File: config.mk
export PLATFORM = sky130hd
export DESIGN_NAME = branch_resolver_flat
export DESIGN_NICKNAME = d
export VERILOG_FILES = /design/src/rtl/branch_resolver_if.sv /design/src/rtl/branch_resolver.sv /design/src/flat_wrapper.sv
export SDC_FILE = /design/constraint.sdc
export NUM_CORES = 1
export LEC_CHECK = 0
export ABC_CLOCK_PERIOD_IN_PS = 6800
export BUFFER_PORTS_ARGS = -buffer_cell sky130_fd_sc_hd__buf_2
export CELL_PAD_IN_SITES_DETAIL_PLACEMENT = 0
export CELL_PAD_IN_SITES_GLOBAL_PLACEMENT = 2
export CORE_ASPECT_RATIO = 1.25
export CORE_MARGIN = 8
export CORE_UTILIZATION = 36
export DETAILED_ROUTE_END_ITERATION = 6
export PLACE_DENSITY = 0.73
export SYNTH_ARGS = -nofsm -noshare
export SYNTH_HDL_FRONTEND = slang
export SYNTH_SLANG_ARGS = --single-unit
File: constraint.sdc
create_clock -name clk -period 6.8 [get_ports clk]
set_input_delay 0.68 -clock clk [delete_from_list [all_inputs] [get_ports clk]]
set_output_delay 0.68 -clock clk [all_outputs]
set_load 0.01 [all_outputs]
File: src/rtl/branch_resolver_if.sv
// Fetch/decode-to-resolver bundle: prediction records in, resolutions in, training and redirect out.
// master = fetch/decode side, slave = branch_resolver.
interface branch_resolver_if #(
    parameter int ADDR_WIDTH = 32,
    parameter int GHR_WIDTH  = 8
);
    logic                  pred_valid;
    logic [ADDR_WIDTH-1:0] pred_pc;
    logic                  pred_taken;
    logic [GHR_WIDTH-1:0]  pred_pht_index;
    logic [ADDR_WIDTH-1:0] pred_target;
    logic                  pred_ready;

    logic                  res_valid;
    logic                  res_ready;
    logic [ADDR_WIDTH-1:0] res_pc;
    logic                  res_is_branch;
    logic                  res_is_jump;
    logic                  res_taken;
    logic [ADDR_WIDTH-1:0] res_target;

    logic                  exc_flush;
    logic [ADDR_WIDTH-1:0] exc_pc_in;

    logic                  is_branch_out;
    logic                  is_jump_out;
    logic                  is_taken_out;
    logic [GHR_WIDTH-1:0]  pht_index_out;
    logic [ADDR_WIDTH-1:0] inst_pc_out;
    logic [ADDR_WIDTH-1:0] target_out;
    logic                  flush_out;
    logic [ADDR_WIDTH-1:0] exc_pc_out;
    logic                  mispredict_out;

    modport master (
        output pred_valid, pred_pc, pred_taken, pred_pht_index, pred_target,
        output res_valid, res_pc, res_is_branch, res_is_jump, res_taken, res_target,
        output exc_flush, exc_pc_in,
        input  pred_ready, res_ready,
        input  is_branch_out, is_jump_out, is_taken_out, pht_index_out,
        input  inst_pc_out, target_out, flush_out, exc_pc_out, mispredict_out
    );

    modport slave (
        input  pred_valid, pred_pc, pred_taken, pred_pht_index, pred_target,
        input  res_valid, res_pc, res_is_branch, res_is_jump, res_taken, res_target,
        input  exc_flush, exc_pc_in,
        output pred_ready, res_ready,
        output is_branch_out, is_jump_out, is_taken_out, pht_index_out,
        output inst_pc_out, target_out, flush_out, exc_pc_out, mispredict_out
    );
endinterface

File: src/rtl/branch_resolver.sv
// In-order prediction queue checked against decode resolutions; outputs one cycle after pop.
// pred_ready registered (count<DEPTH); res_ready only in RUN with a queued record. Optional BRANCH_STAT_EN adds counters.
module branch_resolver #(
    parameter int ADDR_WIDTH = 32,
    parameter int GHR_WIDTH  = 8,
    parameter int DEPTH      = 4
) (
    input  logic clk,
    input  logic rst,
    branch_resolver_if.slave bus
`ifdef BRANCH_STAT_EN
    ,
    output logic [31:0] stat_branch_cnt,
    output logic [31:0] stat_mispred_cnt
`endif
);
    localparam int PW = $clog2(DEPTH);
    localparam int CW = PW + 1;

    typedef enum logic {RUN, REDIRECT} state_t;

    logic [ADDR_WIDTH-1:0] q_pc     [DEPTH];
    logic [ADDR_WIDTH-1:0] q_target [DEPTH];
    logic [GHR_WIDTH-1:0]  q_idx    [DEPTH];
    logic                  q_taken  [DEPTH];

    logic [PW-1:0] head, tail;
    logic [CW-1:0] count;
    state_t        state;
    logic          pred_ready_q;

    logic                  push, pop;
    logic                  desync, mispred, train, keep;
    logic [ADDR_WIDTH-1:0] redirect_pc;
    logic [CW-1:0]         cnt_next;

    assign bus.pred_ready = pred_ready_q;
    assign bus.res_ready  = (state == RUN) && (count != '0);

    always_comb begin
        push        = bus.pred_valid && pred_ready_q && (state == RUN) && !bus.exc_flush;
        pop         = bus.res_valid && bus.res_ready && !bus.exc_flush;
        desync      = bus.res_pc != q_pc[head];
        mispred     = desync
                   || (bus.res_is_branch && (q_taken[head] != bus.res_taken))
                   || (bus.res_taken && (q_target[head] != bus.res_target))
                   || (!bus.res_is_branch && q_taken[head]);
        redirect_pc = bus.res_is_branch
                    ? (bus.res_taken ? bus.res_target : bus.res_pc + ADDR_WIDTH'(8))
                    : bus.res_pc + ADDR_WIDTH'(4);
        train       = pop && bus.res_is_branch && !desync;
        // Only a resolved branch keeps its delay slot; it may be arriving this very cycle.
        keep        = bus.res_is_branch && !desync && ((count > CW'(1)) || push);
        cnt_next    = count + CW'(push) - CW'(pop);
    end

    always_ff @(posedge clk) begin
        if (push) begin
            q_pc[tail]     <= bus.pred_pc;
            q_taken[tail]  <= bus.pred_taken;
            q_idx[tail]    <= bus.pred_pht_index;
            q_target[tail] <= bus.pred_target;
        end
    end

    always_ff @(posedge clk or negedge rst) begin
        if (!rst) begin
            head               <= '0;
            tail               <= '0;
            count              <= '0;
            state              <= RUN;
            pred_ready_q       <= 1'b1;
            bus.is_branch_out  <= 1'b0;
            bus.is_jump_out    <= 1'b0;
            bus.is_taken_out   <= 1'b0;
            bus.pht_index_out  <= '0;
            bus.inst_pc_out    <= '0;
            bus.target_out     <= '0;
            bus.flush_out      <= 1'b0;
            bus.exc_pc_out     <= '0;
            bus.mispredict_out <= 1'b0;
        end else begin
            bus.is_branch_out  <= train;
            bus.is_jump_out    <= train && bus.res_is_jump;
            bus.is_taken_out   <= train && bus.res_taken;
            bus.pht_index_out  <= train ? q_idx[head] : '0;
            bus.inst_pc_out    <= train ? bus.res_pc : '0;
            bus.target_out     <= train ? bus.res_target : '0;
            bus.flush_out      <= pop && mispred;
            bus.exc_pc_out     <= (pop && mispred) ? redirect_pc : '0;
            bus.mispredict_out <= pop && mispred;

            if (bus.exc_flush) begin
                // Exception wins over everything: no training, queue dropped.
                bus.flush_out  <= 1'b1;
                bus.exc_pc_out <= bus.exc_pc_in;
                head           <= '0;
                tail           <= '0;
                count          <= '0;
                state          <= RUN;
                pred_ready_q   <= 1'b1;
            end else if (pop && mispred) begin
                head         <= head + PW'(1);
                tail         <= head + PW'(1) + PW'(keep);
                count        <= CW'(keep);
                state        <= REDIRECT;
                pred_ready_q <= 1'b1;
            end else begin
                head         <= head + PW'(pop);
                tail         <= tail + PW'(push);
                count        <= cnt_next;
                state        <= RUN;
                pred_ready_q <= cnt_next < CW'(DEPTH);
            end
        end
    end

`ifdef BRANCH_STAT_EN
    always_ff @(posedge clk or negedge rst) begin
        if (!rst) begin
            stat_branch_cnt  <= '0;
            stat_mispred_cnt <= '0;
        end else begin
            if (bus.is_branch_out && (stat_branch_cnt != '1))
                stat_branch_cnt <= stat_branch_cnt + 32'd1;
            if (bus.mispredict_out && (stat_mispred_cnt != '1))
                stat_mispred_cnt <= stat_mispred_cnt + 32'd1;
        end
    end
`endif
endmodule

File: src/flat_wrapper.sv
// flat-port wrapper written by rule: the top's interface ports become plain ports
module branch_resolver_flat 
#(
    parameter int ADDR_WIDTH = 32,
    parameter int GHR_WIDTH  = 8,
    parameter int DEPTH      = 4
)
  (clk, rst, bus_pred_valid, bus_pred_pc, bus_pred_taken, bus_pred_pht_index, bus_pred_target, bus_res_valid, bus_res_pc, bus_res_is_branch, bus_res_is_jump, bus_res_taken, bus_res_target, bus_exc_flush, bus_exc_pc_in, bus_pred_ready, bus_res_ready, bus_is_branch_out, bus_is_jump_out, bus_is_taken_out, bus_pht_index_out, bus_inst_pc_out, bus_target_out, bus_flush_out, bus_exc_pc_out, bus_mispredict_out);
  branch_resolver_if #(.ADDR_WIDTH(ADDR_WIDTH), .GHR_WIDTH(GHR_WIDTH)) bus_i ();
  input  logic clk;
  input  logic rst;
  input wire logic [$bits(bus_i.pred_valid)-1:0] bus_pred_valid;
  input wire logic [$bits(bus_i.pred_pc)-1:0] bus_pred_pc;
  input wire logic [$bits(bus_i.pred_taken)-1:0] bus_pred_taken;
  input wire logic [$bits(bus_i.pred_pht_index)-1:0] bus_pred_pht_index;
  input wire logic [$bits(bus_i.pred_target)-1:0] bus_pred_target;
  input wire logic [$bits(bus_i.res_valid)-1:0] bus_res_valid;
  input wire logic [$bits(bus_i.res_pc)-1:0] bus_res_pc;
  input wire logic [$bits(bus_i.res_is_branch)-1:0] bus_res_is_branch;
  input wire logic [$bits(bus_i.res_is_jump)-1:0] bus_res_is_jump;
  input wire logic [$bits(bus_i.res_taken)-1:0] bus_res_taken;
  input wire logic [$bits(bus_i.res_target)-1:0] bus_res_target;
  input wire logic [$bits(bus_i.exc_flush)-1:0] bus_exc_flush;
  input wire logic [$bits(bus_i.exc_pc_in)-1:0] bus_exc_pc_in;
  output wire logic [$bits(bus_i.pred_ready)-1:0] bus_pred_ready;
  output wire logic [$bits(bus_i.res_ready)-1:0] bus_res_ready;
  output wire logic [$bits(bus_i.is_branch_out)-1:0] bus_is_branch_out;
  output wire logic [$bits(bus_i.is_jump_out)-1:0] bus_is_jump_out;
  output wire logic [$bits(bus_i.is_taken_out)-1:0] bus_is_taken_out;
  output wire logic [$bits(bus_i.pht_index_out)-1:0] bus_pht_index_out;
  output wire logic [$bits(bus_i.inst_pc_out)-1:0] bus_inst_pc_out;
  output wire logic [$bits(bus_i.target_out)-1:0] bus_target_out;
  output wire logic [$bits(bus_i.flush_out)-1:0] bus_flush_out;
  output wire logic [$bits(bus_i.exc_pc_out)-1:0] bus_exc_pc_out;
  output wire logic [$bits(bus_i.mispredict_out)-1:0] bus_mispredict_out;
  assign bus_i.pred_valid = bus_pred_valid;
  assign bus_i.pred_pc = bus_pred_pc;
  assign bus_i.pred_taken = bus_pred_taken;
  assign bus_i.pred_pht_index = bus_pred_pht_index;
  assign bus_i.pred_target = bus_pred_target;
  assign bus_i.res_valid = bus_res_valid;
  assign bus_i.res_pc = bus_res_pc;
  assign bus_i.res_is_branch = bus_res_is_branch;
  assign bus_i.res_is_jump = bus_res_is_jump;
  assign bus_i.res_taken = bus_res_taken;
  assign bus_i.res_target = bus_res_target;
  assign bus_i.exc_flush = bus_exc_flush;
  assign bus_i.exc_pc_in = bus_exc_pc_in;
  assign bus_pred_ready = bus_i.pred_ready;
  assign bus_res_ready = bus_i.res_ready;
  assign bus_is_branch_out = bus_i.is_branch_out;
  assign bus_is_jump_out = bus_i.is_jump_out;
  assign bus_is_taken_out = bus_i.is_taken_out;
  assign bus_pht_index_out = bus_i.pht_index_out;
  assign bus_inst_pc_out = bus_i.inst_pc_out;
  assign bus_target_out = bus_i.target_out;
  assign bus_flush_out = bus_i.flush_out;
  assign bus_exc_pc_out = bus_i.exc_pc_out;
  assign bus_mispredict_out = bus_i.mispredict_out;
  branch_resolver #(.ADDR_WIDTH(ADDR_WIDTH), .GHR_WIDTH(GHR_WIDTH), .DEPTH(DEPTH)) u_core (.clk(clk), .rst(rst), .bus(bus_i));
endmodule
==> run metrics <==
FFs w/ async S/R, synth=28.8%; CP delay by family, top=buffers and inverters; Tmin final=4.27 ns; GP Congestion=0.839; top post-synthesis cells by area=edfxtp_1 (52%), dfrtp_1 (18%), mux4_2 (9.8%); VDD IR-drop max=0.211 mV; placed cells=1,859; core area=46,000 µm²; Post-CTS Hold Buffers=0; Final Hold Fails=0; die area=53,600 µm²; Initial Util=36.3%; busiest layer in global routing=met2; CTS Sinks=410; Boundary Pins=288; Crit path top cell by count=buf_4; worst-case clock buffer depth=3; area occupied by multi-input gates=4700 µm²; count of input and output buffers=287; WP data arrival=4.69 ns; WP buf/inv=2; GRT Residual Overflow=0; Post-Synthesis Cell Area=16,700 µm²; mean routed wirelength per cell=26.1 µm; Yosys cell types=62; CTS HTree Levels=2; final core occ=44.0%; period utilization=62.8%; total negative slack=0 ns; Initial DRC Count=779; Nets=1,504; Layout fillers=4,215; Setup Skew=0.0239 ns; grt met2 use=32.3%; Pleak=0.00776 µW; drt first pass iters=5; global-route wire length before repair=73,600 µm; Die H=257 µm; Mapped Cells=1,029; clock-pin slew on the worst setup and hold paths=0.06 ns; # rows=88; final wirelength=50,700 µm; Worst Max-Slew Pin Slew=1.01 ns; final setup violating endpoints=0; CTS root buf=clkbuf_16; worst setup path class=flip-flop to flip-flop; startpoint types=flip-flop; GR met1 Demand/Resource=22.8%; CTS tree=done; cell taking the most area after synthesis=edfxtp_1; setup repair bufs after CTS=0; DP HPWL=36,700 µm; Post-DRT Antenna Nets=0; Critical Path RT=7.22 ns; vias=10,073; max incr delay on CP=0.86 ns; fmax=0.234 GHz; global routing usage on met3=4.45%; number of global-route vias before repair=10,553; post-CTS sizing=0; syn avg cell area=16.2 µm²; Post-synth top flop=edfxtp_1; syn_nets=1,215; share of layout cells above drive strength 1=33.7%; Global Route Usage Sum=18.6%; Pwr Density=308 nW/µm²; Num CTS Buffers=42; Slew Limit Fails=0; Die Wd=209 µm; outcome=complete, no violations; register area=11,700 µm²; Hold/Removal Path Class=input port to asynchronous set/reset pin; flops & latches, synth=410; post-synth top area share=52.5%; DRC=0; Post-Layout Cell Count=1,942; critical path peak fanout=33; initial antenna violation count=23; vias per cell=5.19; Max transition margin=31.6%; Worst setup EP type=flip-flop; Post-synth EDFFs=292; pin count of the biggest net entering global routing=62; Syn. warnings=0; CP Cell Sequence=buf_4 -> mux4_2 -> xnor2_1 -> nand4_1 -> nor4_1 -> a21oi_1 -> o21ai_4 -> buf_4 -> o21ai_0; share of the yosys chip area belonging to registers=70.2%; worst-skew pair later-pin latency=0.56 ns; Max Cap Violations=0; area grow syn2layout=21.1%; worst-path cell with the longest stage delay=dfrtp_4; unrepaired setup endpoints after global routing=no
state kept, by name, summed over array words and instances (netlist names), 2 cells and up:
signal / cells
u_core.q_idx: 32
u_core.bus.exc_pc_out: 32
u_core.count: 3
u_core.q_taken: 4
u_core.q_pc: 128
u_core.head: 2
u_core.bus.inst_pc_out: 32
u_core.q_target: 128
u_core.bus.pht_index_out: 8
u_core.tail: 2
u_core.bus.target_out: 32
layer usage:
layer	wire [µm]	up-vias
li1	-	4496
met1	20100	5085
met2	25900	382
met3	3550	94
met4	1160	16
met5	96	-
layout make-up:
| cell class | instances | area share [%] |
|---|---|---|
| Timing Repair Buffer | 304 | 7.76 |
| Clock buffer | 54 | 5.57 |
| Inverter | 14 | 0.260 |
| Multi-Input combinational cell | 546 | 23.2 |
| Tap cell | 585 | 3.62 |
| Clock inverter | 24 | 1.53 |
| Sequential cell | 410 | 58.0 |
| Antenna cell | 5 | 0.0618 |
cells in the mapped netlist, types with 5 or more instances:
library cell	instances
edfxtp_1	292
clkbuf_1	41
mux2i_1	5
xor2_1	5
nor2_1	40
nor2b_1	6
and3_1	8
xnor2_1	75
mux4_2	73
a21oi_1	22
dfrtp_1	117
nand2_1	54
and2_1	74
nor4_1	9
ha_1	8
inv_1	12
nor3_1	18
buf_2	6
o21ai_0	45
o221ai_1	7
nand4_1	29
clkbuf_2	6
nand3_1	9
report_power, final:
group          switching, µW  internal (µW)  leakage (µW)  total, µW
sequential              84.1           2870       0.00424       2950
combinational            502            403       0.00281        905
clock                    962           1410      0.000701       2370
total                   1550           4680       0.00776       6230
cell families after synthesis:
logic type / synth area share, %
buf+inv: 1.86
simple gates: 8.45
mux: 10.5
flops: 70.2
compound gates: 4.14
xor+xnor: 4.19
fa+ha+maj: 0.719
worst paths after layout:
path                                    start                          end  slack [ns]  depth (start not counted)
hold / removal                            rst  u_core.bus.pht_index_out[7]        0.10                          1
setup / recovery               u_core.head[0]     u_core.bus.exc_pc_out[8]        2.53                          9
max in group asynchronous                 rst               u_core.head[0]        5.30                          2
setup reg to reg               u_core.head[0]     u_core.bus.exc_pc_out[8]        2.53                          9
min in group clk               bus_pred_pc[0]            u_core.q_pc[3][0]        0.33                          1
hold reg to reg            u_core.q_idx[0][2]  u_core.bus.pht_index_out[2]        0.67                          2
placed cells by master (no fill, tap or decap), types with 12 or more instances in the layout:
cell | netlist | routed
edfxtp_1 | 292 | 292
o21ai_0 | 45 | 45
and2_1 | 74 | 74
buf_4 | 2 | 17
mux4_2 | 73 | 73
xnor2_1 | 75 | 75
a21oi_1 | 22 | 22
nand2_1 | 54 | 54
nand4_1 | 29 | 29
clkbuf_16 | 0 | 42
nor2_1 | 40 | 39
nor3_1 | 18 | 18
dfrtp_1 | 117 | 115
inv_1 | 12 | 12
buf_2 | 6 | 286
per-stage QoR:
step	setup WS (ns)	power, µW	cell area, µm²	hold WS [ns]
2_1_floorplan	2.04	3570	16700	0.384
3_3_place_gp	2.37	3920	18800	0.660
3_5_place_dp	2.33	3940	18800	0.662
4_1_cts	2.29	6320	20200	0.113
5_1_grt	2.14	6480	20200	0.148
6_report	2.53	6230	20200	0.104
No activity file was read; power rests on OpenSTA's default activity.
